===== src/rtl/mem_port_arbiter.sv =====
`default_nettype none
// ============================================================================
// Module   : mem_port_arbiter
// Purpose  : Two-master arbiter (core / DMA loader) for one single-port
//            synchronous memory; round-robin with a bounded burst lock.
// Revision : 1.0 - initial release
// ============================================================================
module mem_port_arbiter #(
   parameter int AW       = 32,
   parameter int DW       = 32,
   parameter int MAX_HOLD = 4
) (
   input  logic          clk,
   input  logic          reset,
   input  logic          m0_req,
   input  logic          m0_we,
   input  logic          m0_lock,
   input  logic [AW-1:0] m0_adr,
   input  logic [DW-1:0] m0_wdata,
   output logic          m0_gnt,
   output logic          m0_rvalid,
   input  logic          m1_req,
   input  logic          m1_we,
   input  logic          m1_lock,
   input  logic [AW-1:0] m1_adr,
   input  logic [DW-1:0] m1_wdata,
   output logic          m1_gnt,
   output logic          m1_rvalid,
   output logic [DW-1:0] rdata,
   output logic          mem_en,
   output logic          mem_we,
   output logic [AW-1:0] mem_adr,
   output logic [DW-1:0] mem_wdata,
   input  logic [DW-1:0] mem_rdata
);

   localparam int              c_HW       = $clog2(MAX_HOLD + 1);
   localparam logic [c_HW-1:0] c_MAX_HOLD = c_HW'(MAX_HOLD);
   localparam logic [c_HW-1:0] c_ONE      = c_HW'(1);

   logic            r_last;
   logic            r_owner;
   logic            r_locked;
   logic [c_HW-1:0] r_hold_cnt;
   logic            r_rd_pend;
   logic            r_rd_id;

   logic            w_win;
   logic            w_gnt0;
   logic            w_gnt1;
   logic            w_any;
   logic            w_g;
   logic            w_g_we;
   logic            w_g_lock;
   logic            w_other_req;
   logic [c_HW-1:0] w_hold_nxt;

   // Contention winner: an unexhausted lock keeps the owner, else alternate.
   assign w_win  = (r_locked && (r_hold_cnt < c_MAX_HOLD)) ? r_owner : ~r_last;
   assign w_gnt0 = reset & m0_req & (~m1_req | ~w_win);
   assign w_gnt1 = reset & m1_req & (~m0_req | w_win);
   assign w_any  = w_gnt0 | w_gnt1;

   assign w_g         = w_gnt1;
   assign w_g_we      = w_gnt1 ? m1_we   : m0_we;
   assign w_g_lock    = w_gnt1 ? m1_lock : m0_lock;
   assign w_other_req = w_gnt1 ? m0_req  : m1_req;

   // Hold count only advances while someone is actually being made to wait.
   always_comb begin
      w_hold_nxt = '0;
      if (w_other_req) begin
         if (w_g != r_owner) begin
            w_hold_nxt = c_ONE;
         end else if (r_hold_cnt == c_MAX_HOLD) begin
            w_hold_nxt = c_MAX_HOLD;
         end else begin
            w_hold_nxt = r_hold_cnt + c_ONE;
         end
      end
   end

   always_comb begin
      mem_adr   = '0;
      mem_wdata = '0;
      if (w_gnt0) begin
         mem_adr   = m0_adr;
         mem_wdata = m0_wdata;
      end else if (w_gnt1) begin
         mem_adr   = m1_adr;
         mem_wdata = m1_wdata;
      end
   end

   assign m0_gnt = w_gnt0;
   assign m1_gnt = w_gnt1;
   assign mem_en = w_any;
   assign mem_we = w_any & w_g_we;

   always_ff @(posedge clk) begin
      if (!reset) begin
         r_last     <= 1'b1;
         r_owner    <= 1'b0;
         r_locked   <= 1'b0;
         r_hold_cnt <= '0;
         r_rd_pend  <= 1'b0;
         r_rd_id    <= 1'b0;
      end else if (w_any) begin
         r_last     <= w_g;
         r_owner    <= w_g;
         r_locked   <= w_g_lock;
         r_hold_cnt <= w_hold_nxt;
         r_rd_pend  <= ~w_g_we;
         r_rd_id    <= w_g;
      end else begin
         r_locked   <= 1'b0;
         r_hold_cnt <= '0;
         r_rd_pend  <= 1'b0;
      end
   end

   // Gating with reset drops a read whose data would land during reset.
   assign m0_rvalid = reset & r_rd_pend & ~r_rd_id;
   assign m1_rvalid = reset & r_rd_pend &  r_rd_id;
   assign rdata     = mem_rdata;

endmodule
`default_nettype wire

===== config.mk =====
export PLATFORM = sky130hd
export DESIGN_NAME = mem_port_arbiter
export DESIGN_NICKNAME = d
export VERILOG_FILES = /design/src/rtl/mem_port_arbiter.sv
export SDC_FILE = /design/constraint.sdc
export NUM_CORES = 1
export LEC_CHECK = 0
export ABC_AREA = 1
export BUFFER_PORTS_ARGS = -buffer_cell sky130_fd_sc_hd__buf_4
export CAP_MARGIN = 5
export CELL_PAD_IN_SITES_DETAIL_PLACEMENT = 0
export CELL_PAD_IN_SITES_GLOBAL_PLACEMENT = 1
export CORE_ASPECT_RATIO = 0.7
export CORE_MARGIN = 4
export CORE_UTILIZATION = 15
export CTS_CLUSTER_SIZE = 24
export DETAILED_ROUTE_END_ITERATION = 8
export GPL_TIMING_DRIVEN = 0
export PLACE_DENSITY = 0.95
export SETUP_SLACK_MARGIN = 0.2
export SLEW_MARGIN = 20
export SYNTH_ARGS = -nofsm -noshare
export SYNTH_HDL_FRONTEND = slang
export SYNTH_SLANG_ARGS = --single-unit

===== constraint.sdc =====
create_clock -name clk -period 3.6 [get_ports clk]
set_input_delay 0.72 -clock clk [delete_from_list [all_inputs] [get_ports clk]]
set_output_delay 0.72 -clock clk [all_outputs]
set_load 0.02 [all_outputs]

# == Yosys cells after proc, flatten, opt, wreduce, memory -nomap -nowiden ==
# Cells that the tools add are included.
# totals
in_bits,168
output_inout_bits,102
ff_bits,7
wordCells,46
# op_classes
n_lt_le_gt_ge,1
n_mux,10
reduce_logical,5
add_sub_neg,1
n_bitwise,20
eq_ne,2
# op_table
cell,n
32-bit 2-to-1 mux,4
1-bit inverter,9
1-bit bitwise AND,8
1-bit 2-to-1 mux,5
5-bit OR reduction,1
4-bit OR reduction,1
3-bit by 1-bit adder with 3-bit output (second input constant),1
3-bit == test (second input constant),1
3-bit less-than comparator (second input constant),1
3-bit 2-to-1 mux,1
1-bit bitwise OR,3
3-bit AND reduction,1
2-bit AND reduction,1
1-bit logical AND,1
1-bit inequality test,1

# == Depth between registers and ports, before layout ==
# Gate-level depths: netlist of the first run.
# logic_depth
word_depth,9
mapped_depth,11
ltp_nobuf,9

# == Worst setup path after synthesis of the first run ==
# No wires, ideal clock.
# synth_path
path_type,input to output
start,input port m1_req
end,output port mem_we
n_path_buf,1
stages,7
t_arrival_ps,1534
setup_slack_ps,1346
required_time_ps,2880
path_cell_list,nand2_1 > inv_1 > nand2_4 > inv_4 > buf_8 > nand2_1 > a21oi_1
# synth_between
elab_chain_cells,5
elab_cells_between_ends,8
# synth_rtl
element,line_no,rtl
start: declaration,22,"input logic m1_req,"
1-bit inverter,60,assign w_gnt0 = reset & m0_req & (~m1_req | ~w_win);
1-bit bitwise OR,60,
1-bit bitwise AND,60,
1-bit bitwise OR,62,assign w_any = w_gnt0 | w_gnt1;
1-bit bitwise AND *,98,assign mem_we = w_any & w_g_we;
end: declaration,31,"output logic mem_we,"
# Every way passes the cells marked *; elsewhere a longest branch is shown, timed or not.

# == Worst setup path after layout of the first run ==
# layout_path
start,input port reset
end,output port mem_adr[6]
# layout_between
elab_chain_cells,4
elab_cells_between_ends,6
# layout_rtl
element,line_no,rtl
start: declaration,14,"input logic reset,"
1-bit bitwise AND (2 in series),61,assign w_gnt1 = reset & m1_req & (~m0_req | w_win);
32-bit 2-to-1 mux,89,end else if (w_gnt1) begin
32-bit 2-to-1 mux *,86,if (w_gnt0) begin
end: declaration,32,"output logic [AW-1:0] mem_adr,"
# Marked as above.

==> results by group, run 1 <==
Timing
  – RSZ-0062 raised after global routing: no
  – Final clock skew: 0.00272 ns
  – Max-Slew Margin vs Limit: 82.4%
  – Final setup vio count: 0
  – Setup tns final: 0 ns
  – Slew Viols, Final: 0
  – Least-Margin Pin Slew: 0.263 ns
  – Fin. Hold Viols: 0
  – Post-layout min period: 2.50 ns
  – Max frequency: 0.401 GHz
  – Crit share post-route: 69.3%

Logic synthesis
  – Synth cell types: 18
  – Yosys reg bits: 7
  – Mean post-synth cell area: 4.98 µm²
  – Syn nets: 467
  – Syn Inst Count: 297
  – Ys Warns: 0
  – Mapped cell area: 1480 µm²
  – Seq/Total Area, Yosys: 9.48%

Drt
  – # DRC: 0
  – Routed Antenna Nets: 0
  – WL/cell: 11.8 µm
  – TritonRoute pass-1 iters: 4
  – DRC marker count from the first detailed-route iteration: 92
  – DR vias: 2,573
  – Post-DR vias/cell: 3.86
  – Final WL: 7830 µm

Clock tree
  – Post-CTS Resized: 0
  – Post-CTS Hold Buffers: 0
  – Num CTS Buffers: 3
  – Clk buf depth: 2
  – Worst skew pair latency: 0.23 ns
  – Worst-path clk slew: 0.03 ns
  – TritonCTS clock tree: built
  – Clk sinks: 7
  – Setup bufs post-CTS: 0
  – H-tree levels: 1
  – CTS root buf: clkbuf_16

Layout
  – Share of cells above drive strength 1: 54.3%
  – ANT cells: 0
  – Synthesis-to-finish area growth: 136%
  – Fillers: 1,010
  – Layout Nets: 709
  – Cell area after layout: 3500 µm²
  – Register area: 140 µm²
  – Multi-input gate area: 926 µm²

Run
  – Maxcap violations: 0

Critical path
  – Critical Path Start: reset
  – Critical path fanouts, max: 10
  – CP Capture Type: output pin
  – WS Path Type: input port to output pin
  – Worst setup SP type: input port
  – Critical Path AT: 1.78 ns
  – Crit path required time: 2.88 ns
  – RR Startpoint: r_rd_id

Min path
  – Worst Hold Launch: r_last
  – Hold WC Path Type: flip-flop to flip-flop

Placed design
  – Port Buf Inserts: 237
  – Hpwl dp: 6740 µm
  – Routability Congestion: 0.886
  – Cell Area, Placed: 3420 µm²

Power and ir drop
  – Net Sw Power: 0.000268 W
  – Worst vdd ir: 0.000134 V
  – Clock share of power: 25.6%
  – Power per cell area: 212 nW/µm²
  – Static leakage: 2.20 nW
  – Internal power: 0.000472 W
  – Sequential Power Share: 11.6%
  – Switch share: 36.2%
  – Comb pwr share: 62.8%

Global route
  – Wire length of the first global-routing pass: 11,800 µm
  – Grt ovf: 0
  – Vias in the first global route: 2,444
  – Largest net degree at the start of global routing: 11
  – GRT Overall Usage: 12.1%
  – Initial antenna violation count: 0

Floorplan
  – Die area: 11,500 µm²
  – Core footprint: 9650 µm²
  – Die Span Y: 91.1 µm
  – Rows: 30
  – Die Width: 127 µm
  – Initial Util: 15.3%
  – I/O pins: 270

Status
  – Status: complete, no violations
## sequential cells by signal (all words and copies together), names as in the netlist
name        count
r_hold_cnt      3
r_last          1
r_rd_id         1
r_rd_pend       1
r_locked        1
## worst max-delay path: stages
cell and delay, ns:
buf_4 0.11, nand2_1 0.05, inv_1 0.13, nand2_4 0.11
inv_4 0.08, buf_8 0.15, buf_6 0.15, nand2_1 0.06
nand2_1 0.08, buf_4 0.14
## path summary, 6_finish.rpt
check	end	slack, ns	cells past startpoint
hold / removal	r_last	0.51	2
setup reg to reg	r_rd_pend	2.30	8
setup / recovery	mem_adr[6]	1.10	10
hold reg to reg	r_last	0.51	2
## layout make-up
class                           count  area share [%]
Sequential cell                     7            4.01
Clock buffer                        4            2.25
Tap cell                          128            4.58
Buffer                             46            10.4
Inverter                           12            1.36
Timing Repair Buffer              237            50.9
Multi-Input combinational cell    232            26.5
## per-layer routing
metal	wire, µm	up-vias	GRT usage, %	share of wire (%)
li1	-	1328	-	-
met1	3190	1094	15.5	41
met2	3820	149	21.5	49
met3	809	2	2.65	10
met4	8	0	1.07	0.10
met5	0	-	0	0
## Yosys cell counts, drive strengths merged
cell	instances	area [µm²]
inv	12	47.6
o211ai	1	7.51
a21oi	2	10.0
buf	46	365
ha	2	25.0
nand2	210	796
nand3	6	40.0
dfxtp	7	140
nor2	9	33.8
xor2	1	8.76
o21ai	1	5.00
## logic make-up (layout without fill, tap and decap cells)
logic type                 count (synthesis)  count (layout)  share of synthesized area, %
AOI/OAI and AO/OA                          4               4                          1.52
xor gates and xnor gates                   1               1                         0.592
and+or+nand+nor                          225             225                          58.8
DFF                                        7               7                          9.48
buffers and inverters                     58             299                          27.9
adders and majority gates                  2               2                          1.69
## power by group through the flow
stage                     Clock (W)  Sequential (W)  Combinational, W
after floorplan                   0       0.0000857          0.000217
after global placement            0       0.0000863          0.000464
after detailed placement          0       0.0000864          0.000468
after CTS                  0.000193       0.0000855          0.000470
after global routing       0.000200       0.0000862          0.000500
final                      0.000189       0.0000856          0.000465
## metrics by stage
| stage | hold WS (ns) | cells | util [%] | total power (W) | worst slack, ns |
|---|---|---|---|---|---|
| 5_1_grt | 0.571 | 666 | 36.3 | 0.000786 | 0.999 |
| 2_1_floorplan | 0.474 | 297 | - | 0.000302 | 1.35 |
| 3_5_place_dp | 0.507 | 662 | 35.4 | 0.000554 | 1.09 |
| 4_1_cts | 0.513 | 666 | 36.3 | 0.000748 | 1.08 |
| 3_3_place_gp | 0.495 | 662 | 35.4 | 0.000550 | 1.09 |
| 6_report | 0.512 | 666 | 36.3 | 0.000740 | 1.10 |
## cells in the final DEF (no fill, tap or decap)
cell / n
clkbuf_16: 3
o211ai_1: 1
buf_8: 1
buf_4: 272
dfxtp_1: 7
nand3_1: 4
nor2_1: 9
xor2_1: 1
nand3_2: 2
inv_4: 1
nand2_1: 209
nand2_4: 1
inv_1: 9
inv_2: 2
clkbuf_1: 1
o21ai_0: 1
buf_2: 4
buf_6: 6
ha_1: 2
a21oi_1: 2
Power figures use the tool's default switching activity.
==> inputs of run 2 (changes only) <==
CORE_UTILIZATION = 13   (was 15)
PLACE_DENSITY = 0.86   (was 0.95)
clock period = 2.4 ns   (was 3.6 ns; I/O delays follow)
==> results by group, run 2 (synthesis gave the netlist of run 1 again) <==
Status
  – Status: complete, no violations

Drt
  – WL/cell: 11.0 µm
  – TritonRoute pass-1 iters: 4
  – DRC marker count from the first detailed-route iteration: 51
  – Routed Antenna Nets: 0
  – # DRC: 0
  – DR vias: 2,534
  – Final WL: 7600 µm
  – Post-DR vias/cell: 3.67

Timing
  – RSZ-0062 raised after global routing: yes
  – Worst Slack Setup Final: 0.317 ns
  – Max frequency: 0.480 GHz
  – Post-layout min period: 2.08 ns
  – Setup tns final: 0 ns
  – Crit share post-route: 86.8%
  – Max-Slew Margin vs Limit: 78.5%
  – Fin. Hold Viols: 0
  – Slew Viols, Final: 0
  – Final setup vio count: 0
  – Least-Margin Pin Slew: 0.321 ns
  – Final clock skew: 0.000458 ns

Power and ir drop
  – Clock share of power: 25.6%
  – Static leakage: 2.20 nW
  – Switch share: 36.0%
  – Internal power: 0.000710 W
  – Power per cell area: 313 nW/µm²
  – Comb pwr share: 62.8%
  – Power Total: 0.00111 W
  – Net Sw Power: 0.000400 W
  – Sequential Power Share: 11.6%
  – Worst vdd ir: 0.000173 V

Critical path
  – CP dominant cell by count: nand2_1
  – Crit path required time: 1.92 ns
  – CP Capture Type: output pin
  – Slowest stage delay, CP: 0.33 ns
  – Critical path fanouts, max: 10
  – CP Buf/Inv Count: 5
  – Critical-path cell list: inv_2 > nand2_1 > nand2_1 > nand2_1 > nand2_1 > nand2_1 > inv_2 > buf_8 > buf_4 > nand2_1 > nand2_1 > buf_4
  – Worst setup SP type: flip-flop
  – CP max-delay cell: dfxtp_2
  – Critical Path AT: 1.60 ns
  – Reg2reg setup slack: 1.14 ns
  – WS Path Type: flip-flop to output pin
  – CP top delay family: buffers and inverters
  – RR Startpoint: r_hold_cnt[2]
  – Critical Path Start: r_hold_cnt[2]

Layout
  – Synthesis-to-finish area growth: 140%
  – ANT cells: 0
  – Fin cells: 691
  – Leading cell type in the layout, fill and taps excluded: buf_4
  – Layout Nets: 709
  – Most frequent cells in the layout: 271 x buf_4, 209 x nand2_1, 9 x inv_1, 9 x nor2_1, 6 x buf_6
  – Share of cells above drive strength 1: 54.8%
  – Largest Register: r_hold_cnt
  – Max reg flops: 3

Global route
  – GRT Overall Usage: 10.2%
  – Initial antenna violation count: 0
  – Wire length of the first global-routing pass: 11,300 µm
  – Grt ovf: 0
  – Vias in the first global route: 2,423
  – Largest net degree at the start of global routing: 11

Placed design
  – Port Buf Inserts: 237
  – Placement Setup Slack: 0.360 ns
  – Hpwl dp: 6720 µm
  – Placed cell count: 687
  – Routability Congestion: 0.784

Clock tree
  – H-tree levels: 1
  – Post-CTS Resized: 0
  – Setup bufs post-CTS: 0
  – Clk buf depth: 2
  – Num CTS Buffers: 3
  – TritonCTS clock tree: built
  – Worst skew pair latency: 0.23 ns
  – CTS root buf: clkbuf_16
  – Worst-path clk slew: 0.04 ns
  – Clk sinks: 7
  – Post-CTS Hold Buffers: 0

Floorplan
  – Core footprint: 11,100 µm²
  – I/O pins: 270
  – Die Span Y: 97.2 µm
  – Rows: 32
  – Initial Util: 13.4%
  – Die area: 13,200 µm²
  – Die Width: 135 µm

Min path
  – Hold WC Path Type: input port to flip-flop
  – Worst Hold Launch: m0_lock

Run
  – Maxcap violations: 0
run 2: cell counts in the layout (fill, tap and decap cells not counted):
No cell type changed its count.
run 2: worst paths after layout:
| path | endpoint | depth (start not counted) |
|---|---|---|
| min reg2reg | r_last | 2 |
| max reg2reg | r_rd_pend | 10 |
| min | r_locked | 3 |
| max | mem_wdata[9] | 12 |
run 2: cell type report:
class | count | area (µm²)
fillers | 1209 | 7510
well taps | 153 | 191
clock buffers | 4 | 78.8
multi-input cells | 232 | 930
plain buffers | 46 | 373
flip-flops and latches | 7 | 143
inverters | 12 | 47.5
repair buffers | 237 | 1780
run 2: per-stage QoR:
| stage | area [µm²] | hold slack [ns] | util [%] |
|---|---|---|---|
| 4_1_cts | 3530 | 0.503 | 31.9 |
| 3_5_place_dp | 3450 | 0.502 | 31.2 |
| 2_1_floorplan | 1480 | 0.474 | - |
| 6_report | 3540 | 0.494 | 32.1 |
| 3_3_place_gp | 3450 | 0.485 | 31.2 |
| 5_1_grt | 3540 | 0.510 | 32.1 |
run 2: power groups by stage:
stage	Clock, W	Sequential [W]	Combinational [W]
floorplan	0	0.000129	0.000325
global placement	0	0.000129	0.000695
detailed placement	0	0.000130	0.000700
CTS	0.000292	0.000128	0.000703
global route	0.000306	0.000129	0.000751
finish	0.000284	0.000128	0.000697
run 2: tightest hold or removal path, stage by stage:
cell	delay, ns
buf_4	0.08
nor2_1	0.03
nor2_1	0.09
run 2: per-layer routing:
metal / share of wire (%) / wire length [µm] / global-route usage [%] / vias up
met2: 49 / 3730 / 19.2 / 148
met3: 12 / 941 / 2.80 / 7
li1: - / - / - / 1331
met1: 38 / 2860 / 11.4 / 1048
met5: 0 / 0 / 0 / -
met4: 0.83 / 63 / 2.01 / 0
